<file path="src/rtl/dmi_host_sequencer.sv">
// Host-command to DMI request/response sequencer with sticky error status,
// response timeout and DMI-side reset generation.
module dmi_host_sequencer #(
    parameter int unsigned TimeoutCycles = 256,
    parameter int unsigned AddrWidth     = 7
) (
    input  logic                   clk_i,
    input  logic                   rst_i,
    input  logic                   cmd_valid_i,
    output logic                   cmd_ready_o,
    input  logic                   cmd_write_i,
    input  logic [AddrWidth-1:0]   cmd_addr_i,
    input  logic [31:0]            cmd_wdata_i,
    output logic                   rsp_valid_o,
    input  logic                   rsp_ready_i,
    output logic [31:0]            rsp_rdata_o,
    output logic [1:0]             rsp_err_o,
    input  logic                   dmireset_i,
    input  logic                   dmihardreset_i,
    output logic [1:0]             status_o,
    output logic                   dmi_rst_no,
    output logic                   dmi_req_valid_o,
    input  logic                   dmi_req_ready_i,
    output logic [AddrWidth+33:0]  dmi_req_o,
    input  logic                   dmi_resp_valid_i,
    output logic                   dmi_resp_ready_o,
    input  logic [33:0]            dmi_resp_i
);

    localparam int unsigned DataW       = 32;
    localparam int unsigned OpW         = 2;
    localparam int unsigned ErrW        = 2;
    localparam int unsigned TimerW      = $clog2(TimeoutCycles + 2);
    localparam int unsigned TimeoutLast = (TimeoutCycles == 0) ? 0 : TimeoutCycles - 1;

    localparam logic [OpW-1:0]  OpRead    = OpW'(1);
    localparam logic [OpW-1:0]  OpWrite   = OpW'(2);
    localparam logic [ErrW-1:0] ErrOk     = ErrW'(0);
    localparam logic [ErrW-1:0] ErrFailed = ErrW'(2);
    localparam logic [ErrW-1:0] ErrBusy   = ErrW'(3);

    if (AddrWidth != 7) begin : g_bad_addr_width
        $error("dmi_host_sequencer: AddrWidth must be 7");
    end

    typedef struct packed {
        logic [AddrWidth-1:0] addr;
        logic [OpW-1:0]       op;
        logic [DataW-1:0]     data;
    } dmi_req_t;

    typedef struct packed {
        logic [DataW-1:0] data;
        logic [ErrW-1:0]  resp;
    } dmi_resp_t;

    typedef enum logic [2:0] {
        StIdle,
        StReq,
        StWait,
        StRsp,
        StDrain
    } state_e;

    state_e            state_q, state_d;
    logic [ErrW-1:0]   status_q, status_d;
    logic [TimerW-1:0] timer_q, timer_d;
    logic              drain_q, drain_d;
    dmi_req_t          req_q, req_d;
    logic [DataW-1:0]  rdata_q, rdata_d;
    logic [ErrW-1:0]   err_q, err_d;
    logic              rsp_valid_q;
    logic              req_valid_q;
    logic              dmi_rst_n_q;
    logic              status_set;
    logic [ErrW-1:0]   status_new;
    dmi_resp_t         resp;

    assign resp = dmi_resp_i;

    // Next-state and datapath updates; hard reset overrides the FSM, error set overrides dmireset.
    always_comb begin
        state_d    = state_q;
        status_d   = status_q;
        timer_d    = timer_q;
        drain_d    = drain_q;
        req_d      = req_q;
        rdata_d    = rdata_q;
        err_d      = err_q;
        status_set = 1'b0;
        status_new = status_q;

        unique case (state_q)
            StIdle: begin
                if (cmd_valid_i) begin
                    if (status_q == ErrOk) begin
                        req_d   = '{addr: cmd_addr_i,
                                    op:   (cmd_write_i ? OpWrite : OpRead),
                                    data: cmd_wdata_i};
                        state_d = StReq;
                    end else begin
                        // Sticky error short-circuits the command without touching DMI.
                        err_d   = status_q;
                        rdata_d = '0;
                        state_d = StRsp;
                    end
                end
            end
            StReq: begin
                if (dmi_req_ready_i) begin
                    timer_d = '0;
                    state_d = StWait;
                end
            end
            StWait: begin
                if (dmi_resp_valid_i) begin
                    rdata_d = resp.data;
                    err_d   = resp.resp;
                    state_d = StRsp;
                    if (resp.resp != ErrOk) begin
                        status_set = 1'b1;
                        status_new = (resp.resp == ErrBusy) ? ErrBusy : ErrFailed;
                    end
                end else if ((TimeoutCycles != 0) && (timer_q == TimerW'(TimeoutLast))) begin
                    // The late response still has to be absorbed, hence the drain.
                    rdata_d    = '0;
                    err_d      = ErrBusy;
                    status_set = 1'b1;
                    status_new = ErrBusy;
                    drain_d    = 1'b1;
                    state_d    = StRsp;
                end else if (timer_q != '1) begin
                    timer_d = timer_q + TimerW'(1);
                end
            end
            StRsp: begin
                if (rsp_ready_i) begin
                    state_d = drain_q ? StDrain : StIdle;
                end
            end
            StDrain: begin
                if (dmi_resp_valid_i) begin
                    drain_d = 1'b0;
                    state_d = StIdle;
                end
            end
            default: begin
                state_d = StIdle;
            end
        endcase

        if (status_set) begin
            status_d = status_new;
        end else if (dmireset_i) begin
            status_d = ErrOk;
        end

        if (dmihardreset_i) begin
            state_d  = StIdle;
            drain_d  = 1'b0;
            status_d = ErrOk;
        end
    end

    // State and output registers.
    always_ff @(posedge clk_i) begin
        if (rst_i) begin
            state_q     <= StIdle;
            status_q    <= ErrOk;
            timer_q     <= '0;
            drain_q     <= 1'b0;
            req_q       <= '0;
            rdata_q     <= '0;
            err_q       <= ErrOk;
            rsp_valid_q <= 1'b0;
            req_valid_q <= 1'b0;
            dmi_rst_n_q <= 1'b0;
        end else begin
            state_q     <= state_d;
            status_q    <= status_d;
            timer_q     <= timer_d;
            drain_q     <= drain_d;
            req_q       <= req_d;
            rdata_q     <= rdata_d;
            err_q       <= err_d;
            rsp_valid_q <= (state_d == StRsp);
            req_valid_q <= (state_d == StReq);
            dmi_rst_n_q <= ~dmihardreset_i;
        end
    end

    assign cmd_ready_o      = (state_q == StIdle);
    assign dmi_resp_ready_o = (state_q == StWait) || (state_q == StDrain);
    assign rsp_valid_o      = rsp_valid_q;
    assign rsp_rdata_o      = rdata_q;
    assign rsp_err_o        = err_q;
    assign status_o         = status_q;
    assign dmi_rst_no       = dmi_rst_n_q;
    assign dmi_req_valid_o  = req_valid_q;
    assign dmi_req_o        = req_q;

endmodule
</file>
<file path="config.mk">
export PLATFORM = sky130hd
export DESIGN_NAME = dmi_host_sequencer
export DESIGN_NICKNAME = d
export VERILOG_FILES = /design/src/rtl/dmi_host_sequencer.sv
export SDC_FILE = /design/constraint.sdc
export NUM_CORES = 1
export LEC_CHECK = 0
export BUFFER_PORTS_ARGS = -buffer_cell sky130_fd_sc_hd__buf_2
export CORE_MARGIN = 10
export CORE_UTILIZATION = 30
export CTS_BUF_LIST = sky130_fd_sc_hd__clkbuf_4 sky130_fd_sc_hd__clkbuf_8
export DETAILED_ROUTE_END_ITERATION = 8
export HOLD_SLACK_MARGIN = 0.15
export PLACE_DENSITY_LB_ADDON = 0.1
export SYNTH_ARGS = -nofsm -noshare
export SYNTH_HDL_FRONTEND = slang
export SYNTH_SLANG_ARGS = --single-unit
</file>
<file path="constraint.sdc">
create_clock -name clk_i -period 1.86 [get_ports clk_i]
set_input_delay 0.558 -clock clk_i [delete_from_list [all_inputs] [get_ports clk_i]]
set_output_delay 0.558 -clock clk_i [all_outputs]
set_load 0.005 [all_outputs]
</file>
# Yosys cells after proc, flatten, opt, wreduce, memory -nomap -nowiden
# Index checks and enable logic that the tools add are counted.
totals:
  out_inout_bits: 82
  regBits: 93
  word_cells: 89
classes:
  n_eq_ne: 21
  reduce_logical: 14
  bitwise: 1
  muxes: 40
  n_addsub: 1
ops:
  columns: ["op", "n"]
  rows:
  - ["$mux W32", 4]
  - ["$pmux W32 S2", 1]
  - ["$mux W9", 4]
  - ["$mux W3", 8]
  - ["$mux W2", 11]
  - ["$pmux W9 S2", 1]
  - ["$ne A2 B2 Y1 const B", 8]
  - ["$pmux W3 S5", 1]
  - ["$reduce_and A4 Y1", 3]
  - ["$reduce_bool A2 Y1", 5]
  - ["$add A9 B1 Y9 const B", 1]
  - ["$eq A3 B2 Y1 const B", 3]
  - ["$eq A9 B8 Y1 const B", 1]
  - ["$ne A9 B9 Y1 const B", 1]
  - ["$mux W1", 8]
  - ["$eq A3 B1 Y1 const B", 2]
  - ["$ne A3 B2 Y1 const B", 2]
  - ["$reduce_and A5 Y1", 1]
  - ["$pmux W2 S2", 1]
  - ["$eq A3 B3 Y1 const B", 1]
  - ["$logic_not A3 Y1", 1]
  - ["$ne A3 B3 Y1 const B", 1]
  - ["$reduce_and A3 Y1", 1]
  - ["$eq A2 B2 Y1 const B", 1]
  - ["6 further kinds", 6]

# Depth between registers and ports, before layout
# Gate-level depths: netlist of run 1.
logic_depth:
  depth_word: 6
  mapped_depth: 8
  ltp_nobuf: 7

# Least setup slack after synthesis of run 1
# OpenSTA, ideal clock, no wires.
synth_timing:
  path_type: "register to register"
  from: "register timer_q[0]"
  to: "register timer_q[3]"
  t_required_ps: 1793
  arrival_time_ps: 1993
  slack_ps: -199
  stages_incl_launch_ff: 9
  setup_ps: 67
  period_less_slack_ps: 2059
  n_path_buf: 1
  path_cell_list: "dfxtp_1 ha_1 nand3_1 nor2_1 ha_1 or3_1 buf_6 or4_4 a21oi_2"
synth_via:
  elab_chain_cells: 5
synth_lines:
  columns: ["element", "line", "text"]
  rows:
  - ["start: declaration", "67", "logic [TimerW-1:0] timer_q, timer_d;"]
  - ["start signal: assignment", "181", "timer_q <= timer_d;"]
  - ["$add A9 B1 Y9", "133", "timer_d = timer_q + TimerW'(1);"]
  - ["$mux W9", "132", "end else if (timer_q != '1) begin"]
  - ["$mux W9", "124", "end else if ((TimeoutCycles != 0) && (timer_q == TimerW'(TimeoutLast))) begin"]
  - ["$mux W9", "116", "if (dmi_resp_valid_i) begin"]
  - ["$pmux W9 S2", "93", "unique case (state_q)"]
# Parallel ways exist; a longest one is shown, timed or not. The select of a mux whose other input is x is not followed.
# A chain may end at the register's enable or synchronous reset.

# Worst setup path after layout of run 1
layout_timing:
  from: "register timer_q[0]"
  to: "register rdata_q[12] (netlist: rsp_rdata_o[12])"
layout_via:
  elab_chain_cells: 3
layout_lines:
  columns: ["element", "line", "text"]
  rows:
  - ["$eq A9 B8 Y1", "124", null]
  - ["$ne A3 B3 Y1 (no line)", null, null]
  - ["$reduce_and A4 Y1 (no line)", null, null]
  - ["end signal: assignment", "184", "rdata_q <= rdata_d;"]
  - ["end: declaration", "70", "logic [DataW-1:0] rdata_q, rdata_d;"]
# No other way between the ends.

==> results of run 1 <==
[Yosys cell counts, types with 3 or more instances]
master | n | area, sq um
a21oi_1 | 47 | 235
nor3_1 | 4 | 20.0
o31ai_1 | 3 | 22.5
ha_1 | 3 | 37.5
o21ai_0 | 44 | 220
inv_1 | 5 | 18.8
clkbuf_1 | 26 | 97.6
mux2i_1 | 4 | 40.0
nand3b_1 | 5 | 37.5
nand2_1 | 6 | 22.5
nor2_1 | 6 | 22.5
nand4_1 | 3 | 18.8
buf_2 | 12 | 60.1
nor4_1 | 3 | 18.8
dfxtp_1 | 93 | 1860
or3_1 | 4 | 25.0
a32o_1 | 33 | 330
nand3_1 | 49 | 245
[worst max path at each step]
stage	start	slack [ns]	endpoint	depth (start not counted)
finish	timer_q[0]	-0.13	rsp_rdata_o[12]	10
global route	timer_q[0]	-0.21	rsp_rdata_o[12]	10
global placement	timer_q[1]	-0.14	timer_q[3]	7
detailed placement	timer_q[1]	-0.16	timer_q[3]	7
CTS	timer_q[1]	-0.12	rsp_rdata_o[13]	9
floorplan	timer_q[1]	-0.11	timer_q[3]	8
[report_power, final]
part	switching [mW]	internal, mW	total (mW)
clock	0.713	0.666	1.38
sequential	0.0298	2.06	2.09
combinational	0.267	0.232	0.499
total	1.01	2.96	3.97
[per-stage QoR]
stage	TNS (ns)	setup WS [ns]	hold WS, ns	power [mW]
2_1_floorplan	-0.152	-0.108	0.448	2.35
3_3_place_gp	-2.97	-0.141	0.459	2.60
3_5_place_dp	-4.32	-0.164	0.464	2.60
4_1_cts	-3.70	-0.125	0.368	4.03
5_1_grt	-6.83	-0.210	0.375	4.18
6_report	-3.69	-0.134	0.390	3.97
[what timing repair did]
item | CTS | global route
endpoints found under the setup margin | 44 | 45
setup buffers | 6 | 1
gates resized for setup | 25 | 4
pin swaps | 15 | 6
gates cloned | 3 | 1
[state kept, by name, summed over array words and instances, names as in the netlist]
register         cells
state_q              3
timer_q              9
dmi_req_valid_o      1
drain_q              1
status_o             2
rsp_rdata_o         32
dmi_rst_no           1
dmi_req_o           41
rsp_valid_o          1
rsp_err_o            2
[cell type report]
class,count,area share [%]
multi-input combinational,251,33.2
inverter,6,0.478
sequential,93,35.7
timing repair buffer,204,23.4
clock inverter,4,0.933
clock buffer,12,2.80
tap,147,3.52
[cell families (layout without fill, tap and decap cells)]
group                    after synthesis  in the layout  synth area share, %
buffers and inverters                 47            226                 5.47
XOR/XNOR                               1              1                0.239
adder cells (fa/ha/maj)                3              3                 1.03
flip-flops                            93             93                 50.9
AND/OR/NAND/NOR                       98             99                 15.4
AO/OA/AOI/OAI                        142            142                 25.3
multiplexers                           6              6                 1.71
[critical path, cell delays in order (launching register included)]
cell and delay (ns):
dfxtp_2 0.35, ha_4 0.17, nand3_4 0.08, nor2_4 0.05, ha_4 0.17, buf_6 0.11, or3b_4 0.37, o211ai_1 0.14
buf_4 0.20, clkbuf_16 0.15, a32o_1 0.15
[layer usage]
metal | GRT usage [%] | wire length (microns)
met4 | 3.92 | 159
met5 | 0 | 13
met3 | 7.82 | 1300
met2 | 23.3 | 6310
met1 | 16.8 | 5090
==> flow_summary_export.csv, run 1 <==
group,metric,value,unit
routing,via_count,3698,
sta,tightest_slew,0.546,ns
routing,viasPerCell,5.16,
grt,grt.overflow.total,0,
die,dieArea,17000,sq um
cells_and_area,finalNonFillerCells,717,
logic_synthesis,synth_async_sr_flop_share,0,%
cells_and_area,multi_input_area,1730,sq um
cts,clk_latency,0.37,ns
grt,track_usage,14.6,%
run_status,violations,"negative setup slack",
routing,drt_pre_antenna_iters,4,
cells_and_area,drive_gt1_share,43.5,%
worst_setup_path,r2r_start,"timer_q[0]",
cells_and_area,post-route-util,43.7,%
routing,wl_per_cell,18.0,microns
cells_and_area,seq_area,1870,sq um
die,start_util,30.6,%
cts,clk_pin_slew_worst_paths,0.09,ns
routing,postRouteAntennaNets,0,
worst_setup_path,cp-start-kind,"flip-flop",
place,dp_hpwl,9010,microns
cells_and_area,final_common_cell,"buf_2",
cells_and_area,nets,650,
grt,antenna_found_initial,1,
hold_path,hold_start,"dmi_resp_i[9]",
cts,cts.sinks,93,
logic_synthesis,yosysWarnings,0,
worst_setup_path,cp-end-kind,"flip-flop",
grt,grt_first_pass_wirelength,19700,microns
worst_setup_path,r2r_end,"rsp_rdata_o[12]",
logic_synthesis,synth-seq-cells,93,
cells_and_area,finalInstanceArea,5230,sq um
worst_setup_path,r2r_setup_slack,-0.13,ns
routing,drc,0,
run_status,status,"complete, but fails checks",
place,place.gp.congestion,0.767,
cts,cts_tree,"yes",
sta,clock_skew,0.00784,ns
logic_synthesis,synth_edf_count,0,
logic_synthesis,syn_area,3660,sq um
logic_synthesis,synth_fp_nets,475,
die,io_pins,164,
logic_synthesis,ys_seq_area_share,50.9,%
cts,numCtsBuffers,9,
hold_path,whs_path_depth,2,
logic_synthesis,ys_types,49,
worst_setup_path,required,2.18,ns
die,chipWidth,130,microns
routing,routed_wl,12900,microns
place,portBuffers,163,
place,place_inst,690,
logic_synthesis,syn_avg_cell_area,9.38,sq um
routing,first_iter_violations,253,
worst_setup_path,path_class,"flip-flop to flip-flop",
logic_synthesis,synth_ff_type,"dfxtp_1",
die,die_h,130,microns
pwr,max-vdd-ir-drop,547,uV
cells_and_area,final_cell_mix,"162 x buf_2, 89 x dfxtp_1, 48 x nand3_1",
flow_run,drv_cap,0,
sta,fin_crit,1.99,ns
sta,fmax,0.502,GHz
die,placementRows,40,
hold_path,hold_class,"primary input to flip-flop",
sta,timing_max_transition_violations_final,0,
cts,holdBufCountCts,0,
sta,finalSetupViolCount,37,
cells_and_area,fillers,1198,
cells_and_area,areaGrowthSynthToFinish,42.9,%
sta,grt_setup_unrepaired,"yes",
worst_setup_path,path_max_fanout,8,
worst_setup_path,reg2reg_depth,10,
sta,layout_setup_ws,-0.134,ns
cts,root_buffer,"clkbuf_8",
pwr,powerDensity,758,nW/um^2
cts,htreeDepth,3,
sta,timing.final.crit_share,107,%
worst_setup_path,cp.arrival,2.31,ns
grt,first_global_vias,3755,
sta,final-hold-violation-count,0,
hold_path,hold_end,"rsp_rdata_o[7]",
logic_synthesis,syn_inst,390,
grt,grt_max_degree,43,
pwr,power.leakage,2.31,nW
place,placedInstanceArea,4770,sq um
cells_and_area,diodes,0,
cts,clk_path_buf_depth,2,
sta,max-slew-margin-rel,63.6,%
die,core_area,12000,sq um
No activity file was read; power rests on OpenSTA's default activity.
==> run 2, diff against run 1 <==
--- a/config.mk
+++ b/config.mk
@@ -8,7 +8,7 @@
 export BUFFER_PORTS_ARGS = -buffer_cell sky130_fd_sc_hd__buf_2
 export CORE_MARGIN = 10
 export CORE_UTILIZATION = 30
-export CTS_BUF_LIST = sky130_fd_sc_hd__clkbuf_4 sky130_fd_sc_hd__clkbuf_8
+export CTS_BUF_LIST = sky130_fd_sc_hd__clkbuf_8 sky130_fd_sc_hd__clkbuf_16
 export DETAILED_ROUTE_END_ITERATION = 8
 export HOLD_SLACK_MARGIN = 0.15
 export PLACE_DENSITY_LB_ADDON = 0.1
==> constraint.sdc (replaced) <==
create_clock -name clk_i -period 1.86 [get_ports clk_i]
set_input_delay 0.372 -clock clk_i [delete_from_list [all_inputs] [get_ports clk_i]]
set_output_delay 0.372 -clock clk_i [all_outputs]
set_load 0.005 [all_outputs]
==> flow_summary_export.csv, run 2 (same netlist as run 1, synthesis figures left out) <==
group,metric,value,unit
run_status,status,"complete, but fails checks",
run_status,violations,"negative setup slack",
worst_setup_path,worstSetupEndpoint,"timer_q[3]",
pwr,powerDensity,811,nW/um^2
grt,track_usage,14.4,%
place,place.gp.congestion,0.739,
cells_and_area,largest_reg_flops,41,
cts,root_buffer,"clkbuf_16",
sta,final-hold-violation-count,0,
sta,layout_setup_ws,-0.134,ns
cts,clk_path_buf_depth,2,
cts,clk_pin_slew_worst_paths,0.06,ns
die,chipWidth,130,microns
worst_setup_path,path_class,"flip-flop to flip-flop",
routing,drc,0,
die,core_area,12000,sq um
place,post-place-ws,-0.155,ns
cts,clk_latency,0.35,ns
routing,viasPerCell,5.13,
routing,via_count,3720,
sta,fmax,0.501,GHz
cts,numCtsBuffers,9,
pwr,power.leakage,2.37,nW
sta,finalSetupViolCount,37,
sta,clock_skew,0.00638,ns
grt,grt_max_degree,41,
place,dp_hpwl,9230,microns
cts,htreeDepth,3,
place,portBuffers,163,
sta,grt_setup_unrepaired,"yes",
hold_path,hold_start,"dmi_resp_i[25]",
worst_setup_path,cp-end-kind,"flip-flop",
cts,cts.sinks,93,
cells_and_area,fillers,1211,
worst_setup_path,reg2reg_depth,7,
die,die_h,130,microns
grt,grt.overflow.total,0,
cells_and_area,areaGrowthSynthToFinish,47.0,%
routing,wl_per_cell,17.9,microns
sta,max-slew-margin-rel,64.6,%
worst_setup_path,r2r_start,"timer_q[1]",
place,placedInstanceArea,4830,sq um
worst_setup_path,path_max_fanout,5,
die,dieArea,17000,sq um
cells_and_area,nets,658,
sta,tightest_slew,0.531,ns
cells_and_area,final_cell_mix,"163 x buf_2, 91 x dfxtp_1, 48 x nand3_1",
die,start_util,30.6,%
routing,first_iter_violations,177,
pwr,total_power,4.36,mW
cells_and_area,diodes,0,
cells_and_area,drive_gt1_share,44.5,%
sta,final.setup.tns,-3.39,ns
worst_setup_path,required,2.14,ns
worst_setup_path,r2r_setup_slack,-0.13,ns
routing,postRouteAntennaNets,0,
routing,routed_wl,13000,microns
worst_setup_path,crit_start,"timer_q[1]",
die,io_pins,164,
cts,cts_tree,"yes",
worst_setup_path,r2r_end,"timer_q[3]",
pwr,max-vdd-ir-drop,418,uV
worst_setup_path,cp.arrival,2.28,ns
routing,drt_pre_antenna_iters,4,
worst_setup_path,cp-start-kind,"flip-flop",
hold_path,hold_class,"primary input to flip-flop",
cells_and_area,final_common_cell,"buf_2",
grt,grt_first_pass_wirelength,19500,microns
flow_run,drv_cap,0,
cts,holdBufCountCts,0,
sta,fin_crit,1.99,ns
sta,timing_max_transition_violations_final,0,
grt,first_global_vias,3768,
sta,timing.final.crit_share,107,%
grt,antenna_found_initial,1,
die,placementRows,40,
cells_and_area,finalInstanceArea,5380,sq um
==> run 2: timing repair <==
item                                    4_1_cts  5_1_grt
buffers inserted                              4        8
pin swaps                                    10       17
resized for setup                            14       18
endpoints found under the setup margin       44       43
cloned                                        2        1
==> run 2: area by class of cell <==
type / count / area (sq um) / area share (%)
sequential: 93 / 1860 / 34.7
multi-input combinational: 251 / 1760 / 32.7
timing repair buffer: 212 / 1260 / 23.4
clock buffer: 11 / 253 / 4.70
tap: 147 / 184 / 3.42
clock inverter: 5 / 35.0 / 0.651
inverter: 6 / 25.0 / 0.465
==> run 2: worst min path at each step <==
| stage | to | slack (ns) | cells after the start |
|---|---|---|---|
| 6_report | rsp_rdata_o[23] | 0.23 | 2 |
| 3_5_place_dp | dmi_req_o[38] | 0.47 | 2 |
| 3_3_place_gp | dmi_req_o[11] | 0.46 | 2 |
| 2_1_floorplan | drain_q | 0.45 | 2 |
| 4_1_cts | rsp_rdata_o[23] | 0.22 | 2 |
| 5_1_grt | rsp_rdata_o[18] | 0.23 | 2 |
==> run 2: critical path: stages (launching register included) <==
cell and delay, ns:
dfxtp_2 0.34, ha_4 0.17, nand3_4 0.08, nor2_4 0.05
ha_1 0.25, or3_4 0.44, or4_4 0.49, a21oi_2 0.12
==> run 2: report_power, final <==
part | internal (mW) | switching (mW) | total (mW)
sequential | 2.06 | 0.0317 | 2.09
clock | 0.979 | 0.785 | 1.76
combinational | 0.238 | 0.266 | 0.504
==> run 2: stage by stage <==
stage          hold slack, ns  cells  utilization, %
3_3_place_gp            0.458    696            40.4
3_5_place_dp            0.466    696            40.4
6_report                0.230    725            45.0
4_1_cts                 0.220    718            43.8
5_1_grt                 0.225    725            45.0
2_1_floorplan           0.448    390               -
==> run 2: routing by layer <==
layer | wire length [microns] | share of wire (%) | up-vias | GRT usage (%)
li1 | - | - | 1838 | -
met1 | 5250 | 40 | 1758 | 16.1
met2 | 6430 | 50 | 103 | 23.9
met3 | 1040 | 8.0 | 19 | 5.88
met4 | 234 | 1.8 | 2 | 6.15
met5 | 20 | 0.15 | - | 0
==> run 3, diff against run 2 <==
--- a/config.mk
+++ b/config.mk
@@ -12,6 +12,7 @@
 export DETAILED_ROUTE_END_ITERATION = 8
 export HOLD_SLACK_MARGIN = 0.15
 export PLACE_DENSITY_LB_ADDON = 0.1
+export SETUP_SLACK_MARGIN = 0.15
 export SYNTH_ARGS = -nofsm -noshare
 export SYNTH_HDL_FRONTEND = slang
 export SYNTH_SLANG_ARGS = --single-unit
==> flow_summary_export.csv, run 3 (same netlist as run 1, synthesis figures left out) <==
group,metric,value,unit
cells_and_area,largest_reg_flops,41,
die,die_h,130,microns
cells_and_area,multi_input_area,1730,sq um
sta,finalSetupViolCount,36,
worst_setup_path,path_max_fanout,3,
worst_setup_path,r2r_setup_slack,-0.09,ns
cts,cts.sinks,93,
cts,root_buffer,"clkbuf_16",
die,io_pins,164,
routing,wl_per_cell,18.0,microns
grt,first_global_vias,3752,
cells_and_area,final_common_cell,"buf_2",
cts,cts_tree,"yes",
cells_and_area,fillers,1211,
place,post-place-ws,-0.112,ns
sta,fin_crit,1.95,ns
grt,grt_first_pass_wirelength,19900,microns
cells_and_area,diodes,0,
cts,numCtsBuffers,9,
place,portBuffers,163,
die,start_util,30.6,%
die,chipWidth,130,microns
sta,timing_max_transition_violations_final,0,
pwr,powerDensity,877,nW/um^2
sta,whs,0.232,ns
worst_setup_path,worstSetupEndpoint,"dmi_req_valid_o",
grt,grt.overflow.total,0,
flow_run,drv_cap,0,
worst_setup_path,crit_chain,"ha_4, nand3_2, nor2_4, ha_4, buf_6, or3b_4, buf_4, buf_6, a32oi_1, buf_4, nor4b_1",
grt,grt_max_degree,44,
cells_and_area,final_cell_mix,"163 x buf_2, 87 x dfxtp_1, 48 x nand3_1",
grt,antenna_found_initial,3,
cells_and_area,nets,648,
hold_path,hold_class,"primary input to flip-flop",
place,place_inst,688,
routing,first_iter_violations,185,
pwr,power.leakage,2.38,nW
cts,clk_latency,0.35,ns
die,dieArea,17000,sq um
worst_setup_path,crit_start,"timer_q[0]",
sta,timing.final.crit_share,105,%
worst_setup_path,reg2reg_depth,11,
worst_setup_path,slowest_stage,"or3b_4",
worst_setup_path,path_class,"flip-flop to flip-flop",
worst_setup_path,cp_top_family,"simple AND/OR/NAND/NOR gates",
cells_and_area,drive_gt1_share,44.4,%
die,placementRows,40,
place,place.gp.congestion,0.741,
die,core_area,12000,sq um
sta,grt_setup_unrepaired,"yes",
routing,postRouteAntennaNets,0,
worst_setup_path,critPathMaxStageDelay,0.37,ns
worst_setup_path,cp.depth,11,
cts,holdBufCountCts,0,
routing,viasPerCell,5.25,
cells_and_area,seq_area,1870,sq um
cells_and_area,finalNonFillerCells,715,
cts,htreeDepth,3,
worst_setup_path,cp-end-kind,"flip-flop",
sta,layout_setup_ws,-0.0944,ns
pwr,max-vdd-ir-drop,487,uV
sta,tightest_slew,0.621,ns
cts,clk_path_buf_depth,2,
sta,clock_skew,0.00548,ns
grt,track_usage,14.8,%
worst_setup_path,r2r_start,"timer_q[0]",
cells_and_area,areaGrowthSynthToFinish,47.2,%
worst_setup_path,cp-start-kind,"flip-flop",
routing,drc,0,
worst_setup_path,cp.arrival,2.19,ns
sta,final-hold-violation-count,0,
routing,drt_pre_antenna_iters,5,
run_status,violations,"negative setup slack",
worst_setup_path,r2r_end,"dmi_req_valid_o",
sta,fmax,0.512,GHz
worst_setup_path,path_buf_inv,4,
place,dp_hpwl,8970,microns
routing,via_count,3754,
sta,max-slew-margin-rel,58.6,%
cts,clk_pin_slew_worst_paths,0.07,ns
run_status,status,"complete, but fails checks",
worst_setup_path,required,2.09,ns
routing,routed_wl,12900,microns
==> run 3: area by class of cell <==
cell class,count,area share [%]
Multi-Input combinational cell,250,32.1
Tap cell,147,3.41
Clock buffer,10,4.43
Inverter,6,0.464
Clock inverter,6,2.02
Sequential cell,93,34.7
Timing Repair Buffer,203,22.9
==> run 3: metal layers <==
| layer | GRT usage [%] | part of all wire [%] | vias up |
|---|---|---|---|
| met5 | 0 | 0.24 | - |
| li1 | - | - | 1816 |
| met4 | 6.54 | 2.1 | 4 |
| met3 | 6.61 | 9.0 | 26 |
| met2 | 23.1 | 48 | 117 |
| met1 | 17.3 | 41 | 1791 |
==> run 3: through the flow <==
step                power, mW  setup TNS [ns]  util (%)  cell area [sq um]
finish                   4.73           -2.02      45.1               5390
global route             4.94           -5.53      45.1               5390
CTS                      4.80           -2.07      44.3               5300
detailed placement       2.61           -2.92      40.2               4810
global placement         2.61           -2.01      40.2               4810
floorplan                2.36          -0.125         -               3710
==> run 3: worst min path at each step <==
stage | cells after the start | to | startpoint
floorplan | 2 | drain_q | drain_q
global placement | 2 | drain_q | drain_q
detailed placement | 2 | dmi_req_o[0] | dmi_req_o[0]
CTS | 2 | rsp_rdata_o[30] | dmi_resp_i[32]
global route | 2 | rsp_rdata_o[8] | dmi_resp_i[10]
finish | 2 | rsp_rdata_o[29] | dmi_resp_i[31]
==> run 3: timing repair <==
action                     4_1_cts  5_1_grt
setup endpoints to repair       42       47
pin swaps                       14       11
resized for setup               13       18
setup buffers                    4        4
gates cloned                     3        0
==> run 3: report_power, final <==
part	switching [mW]	total [mW]	leakage, nW	internal, mW
clock network	0.789	2.14	0.173	1.35
logic	0.265	0.496	1.45	0.231
registers	0.0315	2.09	0.760	2.06
